**src/rtl/multicycle_addsub_if.sv**
```systemverilog
// Request/response bundle for the multi-cycle adder/subtractor.
// The master issues start/sub/a/b and the slave returns status, result and flags.
interface multicycle_addsub_if #(parameter int WIDTH = 64);
  logic             start;
  logic             sub;
  logic [WIDTH-1:0] a;
  logic [WIDTH-1:0] b;
  logic             busy;
  logic             done;
  logic [WIDTH-1:0] result;
  logic             flag_n;
  logic             flag_z;
  logic             flag_c;
  logic             flag_v;

  modport master (
    output start, sub, a, b,
    input  busy, done, result, flag_n, flag_z, flag_c, flag_v
  );

  modport slave (
    input  start, sub, a, b,
    output busy, done, result, flag_n, flag_z, flag_c, flag_v
  );
endinterface

```
**src/rtl/multicycle_addsub.sv**
```systemverilog
// Two's-complement add/sub that reuses one CHUNK-bit adder slice over WIDTH/CHUNK cycles.
// state | meaning
// IDLE  | waiting for start; result/flags hold the last answer
// RUN   | one chunk per edge, LSB chunk first, carry kept in a register
// DONE  | one-cycle done pulse; start here launches the next operation
module multicycle_addsub #(
  parameter int WIDTH = 64,
  parameter int CHUNK = 8
) (
  input  logic               clk,
  input  logic               reset,
  multicycle_addsub_if.slave bus
);
  localparam int NCH = WIDTH / CHUNK;
  localparam int CW  = (NCH > 1) ? $clog2(NCH) : 1;

  typedef enum logic [1:0] {IDLE, RUN, DONE} state_t;

  state_t           state, state_nxt;
  logic             accept, last, busy_c, done_c;
  logic [CW-1:0]    cnt;
  logic             carry;
  logic [WIDTH-1:0] a_q, b_q, result;
  logic             flag_n, flag_z, flag_c, flag_v;

  logic [31:0]      base;
  logic [CHUNK-1:0] a_sl, b_sl, s_sl;
  logic             cout;
  logic [WIDTH-1:0] res_nxt;

  always_ff @(posedge clk or posedge reset) begin
    if (reset) state <= IDLE;
    else       state <= state_nxt;
  end

  always_comb begin
    state_nxt = state;
    accept    = 1'b0;
    busy_c    = 1'b0;
    done_c    = 1'b0;
    case (state)
      IDLE: begin
        if (bus.start) begin
          accept    = 1'b1;
          state_nxt = RUN;
        end
      end
      RUN: begin
        busy_c = 1'b1;
        if (last) state_nxt = DONE;
      end
      DONE: begin
        done_c = 1'b1;
        if (bus.start) begin
          accept    = 1'b1;
          state_nxt = RUN;
        end else begin
          state_nxt = IDLE;
        end
      end
      default: state_nxt = IDLE;
    endcase
  end

  assign last = (cnt == CW'(NCH - 1));

  // One adder slice; the partial result is merged so the final-edge Z flag sees the whole word.
  always_comb begin
    base    = 32'(cnt) * 32'(CHUNK);
    a_sl    = a_q[base +: CHUNK];
    b_sl    = b_q[base +: CHUNK];
    {cout, s_sl} = {1'b0, a_sl} + {1'b0, b_sl} + {{CHUNK{1'b0}}, carry};
    res_nxt = result;
    res_nxt[base +: CHUNK] = s_sl;
  end

  always_ff @(posedge clk or posedge reset) begin
    if (reset) begin
      a_q    <= '0;
      b_q    <= '0;
      carry  <= 1'b0;
      cnt    <= '0;
      result <= '0;
      flag_n <= 1'b0;
      flag_z <= 1'b0;
      flag_c <= 1'b0;
      flag_v <= 1'b0;
    end else if (accept) begin
      a_q    <= bus.a;
      b_q    <= bus.sub ? ~bus.b : bus.b;
      carry  <= bus.sub;
      cnt    <= '0;
      result <= '0;
    end else if (state == RUN) begin
      result <= res_nxt;
      carry  <= cout;
      cnt    <= last ? '0 : cnt + CW'(1);
      if (last) begin
        flag_c <= cout;
        // carry into the MSB is recovered from the MSB sum bit
        flag_v <= a_sl[CHUNK-1] ^ b_sl[CHUNK-1] ^ s_sl[CHUNK-1] ^ cout;
        flag_n <= res_nxt[WIDTH-1];
        flag_z <= (res_nxt == '0);
      end
    end
  end

  assign bus.busy   = busy_c;
  assign bus.done   = done_c;
  assign bus.result = result;
  assign bus.flag_n = flag_n;
  assign bus.flag_z = flag_z;
  assign bus.flag_c = flag_c;
  assign bus.flag_v = flag_v;
endmodule
```
**src/flat_wrapper.sv**
```systemverilog
// flat-port wrapper written by rule: the top's interface ports become plain ports
module multicycle_addsub_flat 
#(
  parameter int WIDTH = 64,
  parameter int CHUNK = 8
)
  (clk, reset, bus_start, bus_sub, bus_a, bus_b, bus_busy, bus_done, bus_result, bus_flag_n, bus_flag_z, bus_flag_c, bus_flag_v);
  multicycle_addsub_if #(.WIDTH(WIDTH)) bus_i ();
  input  logic clk;
  input  logic reset;
  input wire logic [$bits(bus_i.start)-1:0] bus_start;
  input wire logic [$bits(bus_i.sub)-1:0] bus_sub;
  input wire logic [$bits(bus_i.a)-1:0] bus_a;
  input wire logic [$bits(bus_i.b)-1:0] bus_b;
  output wire logic [$bits(bus_i.busy)-1:0] bus_busy;
  output wire logic [$bits(bus_i.done)-1:0] bus_done;
  output wire logic [$bits(bus_i.result)-1:0] bus_result;
  output wire logic [$bits(bus_i.flag_n)-1:0] bus_flag_n;
  output wire logic [$bits(bus_i.flag_z)-1:0] bus_flag_z;
  output wire logic [$bits(bus_i.flag_c)-1:0] bus_flag_c;
  output wire logic [$bits(bus_i.flag_v)-1:0] bus_flag_v;
  assign bus_i.start = bus_start;
  assign bus_i.sub = bus_sub;
  assign bus_i.a = bus_a;
  assign bus_i.b = bus_b;
  assign bus_busy = bus_i.busy;
  assign bus_done = bus_i.done;
  assign bus_result = bus_i.result;
  assign bus_flag_n = bus_i.flag_n;
  assign bus_flag_z = bus_i.flag_z;
  assign bus_flag_c = bus_i.flag_c;
  assign bus_flag_v = bus_i.flag_v;
  multicycle_addsub #(.WIDTH(WIDTH), .CHUNK(CHUNK)) u_core (.clk(clk), .reset(reset), .bus(bus_i));
endmodule
```
**config.mk**
```make
export PLATFORM = sky130hd
export DESIGN_NAME = multicycle_addsub_flat
export DESIGN_NICKNAME = d
export VERILOG_FILES = /design/src/rtl/multicycle_addsub_if.sv /design/src/rtl/multicycle_addsub.sv /design/src/flat_wrapper.sv
export SDC_FILE = /design/constraint.sdc
export NUM_CORES = 1
export LEC_CHECK = 0
export ABC_AREA = 1
export CAP_MARGIN = 0
export CORE_MARGIN = 5
export CORE_UTILIZATION = 27
export CTS_BUF_LIST = sky130_fd_sc_hd__clkbuf_16
export DETAILED_ROUTE_END_ITERATION = 7
export GPL_TIMING_DRIVEN = 0
export PLACE_DENSITY_LB_ADDON = 0.1
export SETUP_SLACK_MARGIN = 0.5
export SYNTH_ARGS = -nofsm -noshare
export SYNTH_HDL_FRONTEND = slang
export SYNTH_SLANG_ARGS = --single-unit
```
**constraint.sdc**
```tcl
create_clock -name clk -period 17.35 [get_ports clk]
set_input_delay 2.6025 -clock clk [delete_from_list [all_inputs] [get_ports clk]]
set_output_delay 2.6025 -clock clk [all_outputs]
set_load 0.01 [all_outputs]
```
==> flow_metrics.py, run 1 <==
metrics = {
    "outcome": {
        "status": "complete, no violations",
    },
    "setup_path": {
        "worst_r2r_path_depth": 27,
        "r2r_start": "u_core.cnt[0]",
        "crit_start": "u_core.cnt[0]",
        "critPathKind": "register to register",
        "critPathLaunchType": "register",
        "crit_fanout": 10,
        "critPathRequiredTime_ps": 17770,
        "cp-end-kind": "register",
        "r2r-end": "u_core.bus.flag_z",
        "worstPathArrival_ps": 5720,
        "reg2reg_slack_ps": 12040,
    },
    "logic_synthesis": {
        "ys_seq_elements": 202,
        "yosysMostFrequentCell": "nand2_1",
        "syn_area_per_cell_sq_um": 8.38,
        "synth.largest_area_cell": "dfrtp_1",
        "yosysWarnings": 0,
        "syn_inst": 1274,
        "synth_cell_types": 38,
        "ys.flop_type": "dfrtp_1",
        "syn-num-nets": 1422,
        "syn_area_sq_mm": 0.0107,
        "synth_edf_count": 0,
        "synthArstFlopShare_pct": 100,
        "yosysSeqAreaShare_pct": 47.3,
        "synth_area_leaders": "dfrtp_1 (47%), nand2_1 (10%), o21ai_0 (8.4%)",
        "synth_commonest_cells": "nand2_1 (289), dfrtp_1 (202), o21ai_0 (179)",
        "synth_top_area_share_pct": 47.3,
    },
    "final_layout": {
        "n_antenna_cell": 0,
        "final-seq-area_sq_mm": 0.00505,
        "stdcell_count": 2036,
        "drive_above_1_share_pct": 7.58,
        "nFillCells": 4188,
        "multi_input_area_sq_mm": 0.00496,
        "synthToLayoutAreaGrowth_pct": 31.8,
        "nets": 1650,
    },
    "die": {
        "row_count": 72,
        "core_area_sq_mm": 0.0389,
        "die_h_um": 209,
        "dieArea_sq_mm": 0.0436,
        "die_x_um": 209,
        "boundaryPins": 202,
        "initial_utilization_pct": 27.4,
    },
    "detailed_routing": {
        "vias": 9531,
        "vias_per_cell": 4.68,
        "first_pass_iters": 5,
        "drc": 0,
        "ant_nets": 0,
        "wirelength_um": 39700,
        "drtIter0Drc": 429,
        "wl_per_cell_um": 19.5,
    },
    "global_routing": {
        "grt_max_degree": 79,
        "grt_pass1_vias": 9895,
        "antenna_found_initial": 0,
        "grt_first_pass_wirelength_um": 60400,
        "track_usage_pct": 17.7,
        "grt-ovfl-total": 0,
    },
    "timing": {
        "tightest_slew_ps": 795,
        "hold_violations": 0,
        "fin_crit_sh_pct": 30.6,
        "holdWs_ps": 478,
        "fmax_ghz": 0.188,
        "skew_ps": 15.5,
        "finalCriticalPeriod_ps": 5310,
        "rsz0062_at_grt": "false",
        "maxSlewHeadroom_pct": 47.0,
        "fin_setup_tns_ps": 0,
        "final-max-slew-violation-count": 0,
        "worst_slack_ps": 12040,
        "setup_viol": 0,
    },
    "clock_tree": {
        "insertion_delay_ps": 540,
        "cts_tree": "built",
        "h-tree-depth": 1,
        "post_cts_buffers": 0,
        "cts_buffers": 24,
        "cts.sinks": 202,
        "clockRootBuffer": "clkbuf_16",
        "cts_resized": 0,
        "holdBufCountCts": 0,
        "clk_path_buf_depth": 3,
        "clk_pin_slew_ps": 60,
    },
    "hold_path": {
        "min_path_cells": 2,
        "min_path_type": "register to register",
        "hold_path.startpoint": "u_core.b_q[31]",
        "hold_end": "u_core.b_q[31]",
    },
    "placement": {
        "pre_cts_slack_ps": 12060,
        "dpl.cell_count": 1994,
        "dp_hpwl_um": 30800,
        "gp_congestion": 0.847,
        "portBuffers": 200,
    },
    "power_and_ir_drop": {
        "power.density_mw_per_mm2": 217,
        "p_leak_uw": 0.00619,
        "irDropWorstVdd_mv": 0.0851,
    },
    "run": {
        "cap_violations": 0,
    },
}
[report_power, final]
group          switching [uW]  internal (uW)
Sequential                134            687
Combinational            1160            622
Clock                     206            249
[per-stage QoR]
step | total power [uW] | area, sq um | util (%)
3_5_place_dp | 2620 | 13400 | 34.4
6_report | 3050 | 14100 | 36.2
3_3_place_gp | 2600 | 13300 | 34.2
5_1_grt | 3310 | 14100 | 36.2
4_1_cts | 3080 | 14100 | 36.2
2_1_floorplan | 1910 | 10700 | -
[logic make-up (layout without fill, tap and decap cells)]
kind of cell	count (synthesis)	after routing	share of synthesized area [%]
simple gates	482	482	18.4
mux	49	49	5.17
buf+inv	165	409	6.16
flops	202	202	47.3
fa+ha+maj	16	16	2.02
xor+xnor	65	65	5.33
compound gates	295	295	15.5
[metal layers]
metal	routed length, um	GRT usage, %	part of all wire, %	vias to the layer above
met3	1830	2.71	4.6	40
met4	791	3.33	2.0	0
met5	0	0	0	-
met2	19900	31.9	50	232
met1	17100	22.7	43	4560
li1	-	-	-	4699
[state kept, by name (all words and copies together) (netlist names)]
name and count:
u_core.cnt 3, u_core.a_q 64, u_core.bus.flag_n 1, u_core.bus.result 64
u_core.bus.flag_c 1, u_core.bus.flag_v 1, u_core.state 2, u_core.b_q 64
u_core.carry 1, u_core.bus.flag_z 1
[layout make-up]
class	count	area share, %
Buffer	74	2.21
Clock buffer	24	4.27
Clock inverter	18	0.596
Inverter	91	2.52
Multi-Input combinational cell	907	35.3
Sequential cell	202	35.9
Tap cell	518	4.60
Timing Repair Buffer	202	14.6
[placed cells by master (no fill, tap or decap), drive strengths merged]
| master | Yosys | final |
|---|---|---|
| nor3 | 1 | 1 |
| a32o | 4 | 4 |
| ha | 14 | 14 |
| a22o | 15 | 15 |
| buf | 28 | 30 |
| xnor2 | 64 | 64 |
| clkinv | 1 | 11 |
| o211ai | 8 | 8 |
| clkdlybuf4s50 | 0 | 200 |
| a31oi | 14 | 14 |
| a21boi | 1 | 1 |
| fa | 2 | 2 |
| clkbuf | 46 | 70 |
| mux2 | 49 | 49 |
| nor2 | 136 | 136 |
| o21ai | 181 | 181 |
| a21o | 1 | 1 |
| nand3 | 40 | 40 |
| or2 | 2 | 2 |
| o22ai | 42 | 42 |
| nand4 | 10 | 10 |
| inv | 90 | 98 |
| a21oi | 29 | 29 |
| xor2 | 1 | 1 |
| dfrtp | 202 | 202 |
| nand2 | 293 | 293 |
[how the worst max path moves through the flow]
stage                                   end  slack (ps)  cells past startpoint
final                     u_core.bus.flag_z       12040                     27
after global routing      u_core.bus.flag_z       11610                     27
after CTS                 u_core.bus.flag_z       12010                     27
after detailed placement  u_core.bus.flag_z       12060                     27
after global placement       u_core.b_q[42]        5900                      2
after floorplan               u_core.a_q[0]        9240                      1
[worst max-delay path, stage by stage (launching register included)]
cell      delay [ps]
dfrtp_1          400
buf_4            190
clkbuf_1         500
clkbuf_1         500
buf_2            350
nor2_1            70
o22ai_1          250
nor2_1            90
a31oi_1          310
fa_1             280
inv_1             60
fa_1             390
inv_1             90
nand2_1          110
nand2_1          100
nand3_1           90
nand3_1          130
nand2_1           90
nor2_1           320
nand2_1          170
nand2_1          100
o21ai_0          110
nand2_1           90
nor2_1            40
nand2_1          110
nor2_1            90
nand2_1          110
nand2_1           60
(Power assumes the default switching activity.)
==> run 2: changes to the inputs <==
==> constraint.sdc (replaced) <==
create_clock -name clk -period 4.8 [get_ports clk]
set_input_delay 0.72 -clock clk [delete_from_list [all_inputs] [get_ports clk]]
set_output_delay 0.72 -clock clk [all_outputs]
set_load 0.01 [all_outputs]
==> flow_metrics.py, run 2 (same netlist as run 1, synthesis figures left out) <==
metrics = {
    "setup_path": {
        "critPathKind": "register to register",
        "cp-end-kind": "register",
        "critPathRequiredTime_ps": 5280,
        "critPathLaunchType": "register",
        "r2r_start": "u_core.cnt[0]",
        "worstPathArrival_ps": 4540,
        "crit_fanout": 10,
        "crit_start": "u_core.cnt[0]",
    },
    "final_layout": {
        "nFillCells": 4144,
        "drive_above_1_share_pct": 11.1,
        "nets": 1657,
        "synthToLayoutAreaGrowth_pct": 35.4,
        "reg_top3": "u_core.a_q x64, u_core.b_q x64, u_core.bus.result x64",
        "post-route-util_pct": 37.1,
        "layout_common_cells": "nand2_1 (283), dfrtp_1 (201), clkdlybuf4s50_1 (200)",
        "n_antenna_cell": 0,
        "stdcell_count": 2046,
        "layout_commonest_cell": "nand2_1",
    },
    "die": {
        "core_area_sq_mm": 0.0389,
        "row_count": 72,
        "boundaryPins": 202,
        "initial_utilization_pct": 27.4,
        "dieArea_sq_mm": 0.0436,
        "die_h_um": 209,
        "die_x_um": 209,
    },
    "detailed_routing": {
        "ant_nets": 0,
        "drtIter0Drc": 509,
        "wl_per_cell_um": 19.6,
        "vias": 9696,
        "wirelength_um": 40000,
        "vias_per_cell": 4.74,
        "drc": 0,
        "first_pass_iters": 5,
    },
    "clock_tree": {
        "clk_pin_slew_ps": 60,
        "insertion_delay_ps": 550,
        "h-tree-depth": 1,
        "clk_path_buf_depth": 3,
        "clockRootBuffer": "clkbuf_16",
        "holdBufCountCts": 0,
        "cts.sinks": 202,
        "cts_tree": "built",
        "cts_buffers": 25,
    },
    "placement": {
        "gp_congestion": 0.824,
        "pre_cts_slack_ps": -440,
        "dpl.cell_count": 1997,
        "dp_hpwl_um": 31300,
        "portBuffers": 200,
    },
    "global_routing": {
        "grt_max_degree": 40,
        "antenna_found_initial": 0,
        "track_usage_pct": 17.8,
        "grt_pass1_vias": 10100,
        "grt_first_pass_wirelength_um": 61100,
        "grt-ovfl-total": 0,
    },
    "power_and_ir_drop": {
        "irDropWorstVdd_mv": 0.356,
        "p_leak_uw": 0.00635,
        "power.density_mw_per_mm2": 800,
    },
    "outcome": {
        "status": "complete, no violations",
    },
    "hold_path": {
        "hold_path.startpoint": "u_core.b_q[28]",
        "min_path_type": "register to register",
    },
    "timing": {
        "rsz0062_at_grt": "false",
        "finalCriticalPeriod_ps": 4060,
        "worst_slack_ps": 741,
        "fin_crit_sh_pct": 84.6,
        "maxSlewHeadroom_pct": 45.6,
        "setup_viol": 0,
        "fmax_ghz": 0.246,
        "tightest_slew_ps": 814,
        "holdWs_ps": 476,
        "skew_ps": 19.8,
        "hold_violations": 0,
        "fin_setup_tns_ps": 0,
        "final-max-slew-violation-count": 0,
    },
    "run": {
        "cap_violations": 0,
    },
}
run 2: stage by stage:
step	total power [uW]	cell area, sq um
5_1_grt	12500	14500
4_1_cts	11400	14300
3_5_place_dp	9440	13400
6_report	11600	14500
3_3_place_gp	9390	13300
2_1_floorplan	6900	10700
run 2: what timing repair did:
item,in CTS,in global routing
pin swaps,0,4
setup buffers,0,3
resized for setup,36,45
endpoints found under the setup margin,45,1
run 2: final cells by class:
cell class	count	area (sq um)	area share, %
clock inverter	21	160	1.11
tap	518	648	4.48
sequential	202	5060	35.0
buffer	74	427	2.95
multi-input combinational	907	5060	35.0
timing repair buffer	208	2120	14.7
clock buffer	25	626	4.33
inverter	91	350	2.42
run 2: worst max-delay path, cell delays in order (launching register included):
cell and delay [ps]:
dfrtp_1 430, buf_6 160, inv_1 120, buf_8 150, clkbuf_8 170, o21ai_0 100
o22ai_2 190, nor2_1 80, a31oi_2 270, fa_2 270, inv_1 50, fa_1 400
inv_1 100, nand2_2 80, nand2_1 90, nand3_1 90, nand2_1 80, nand2_2 80
nand4_1 170, nand2_1 110, nor2_1 120, nand2_1 110, nor2_2 120, nand3_1 120
nor2_2 150, nand2_1 110, nand2_1 80
run 2: per-layer routing:
metal  vias to the layer above  part of all wire (%)  global-route usage, %
met2                       249                    49                   30.9
met1                      4668                    43                   23.1
li1                       4712                     -                      -
met5                         -                     0                      0
met3                        67                   4.7                   2.52
met4                         0                   3.6                   5.72
run 2: path summary, 6_finish.rpt:
path	end	slack [ps]	cells past startpoint
max in group asynchronous	u_core.a_q[30]	3180	4
worst min register to register	u_core.b_q[28]	480	2
worst max register to register	u_core.bus.flag_z	740	26
worst max-delay path	u_core.bus.flag_z	740	26
worst min-delay path	u_core.b_q[28]	480	2
min in group asynchronous	u_core.bus.result[7]	670	2
run 2: power breakdown:
group	leakage (uW)	total [uW]	switching, uW	internal [uW]
combinational	0.00344	6750	4300	2450
sequential	0.00250	2970	480	2490
clock	0.000403	1850	793	1060
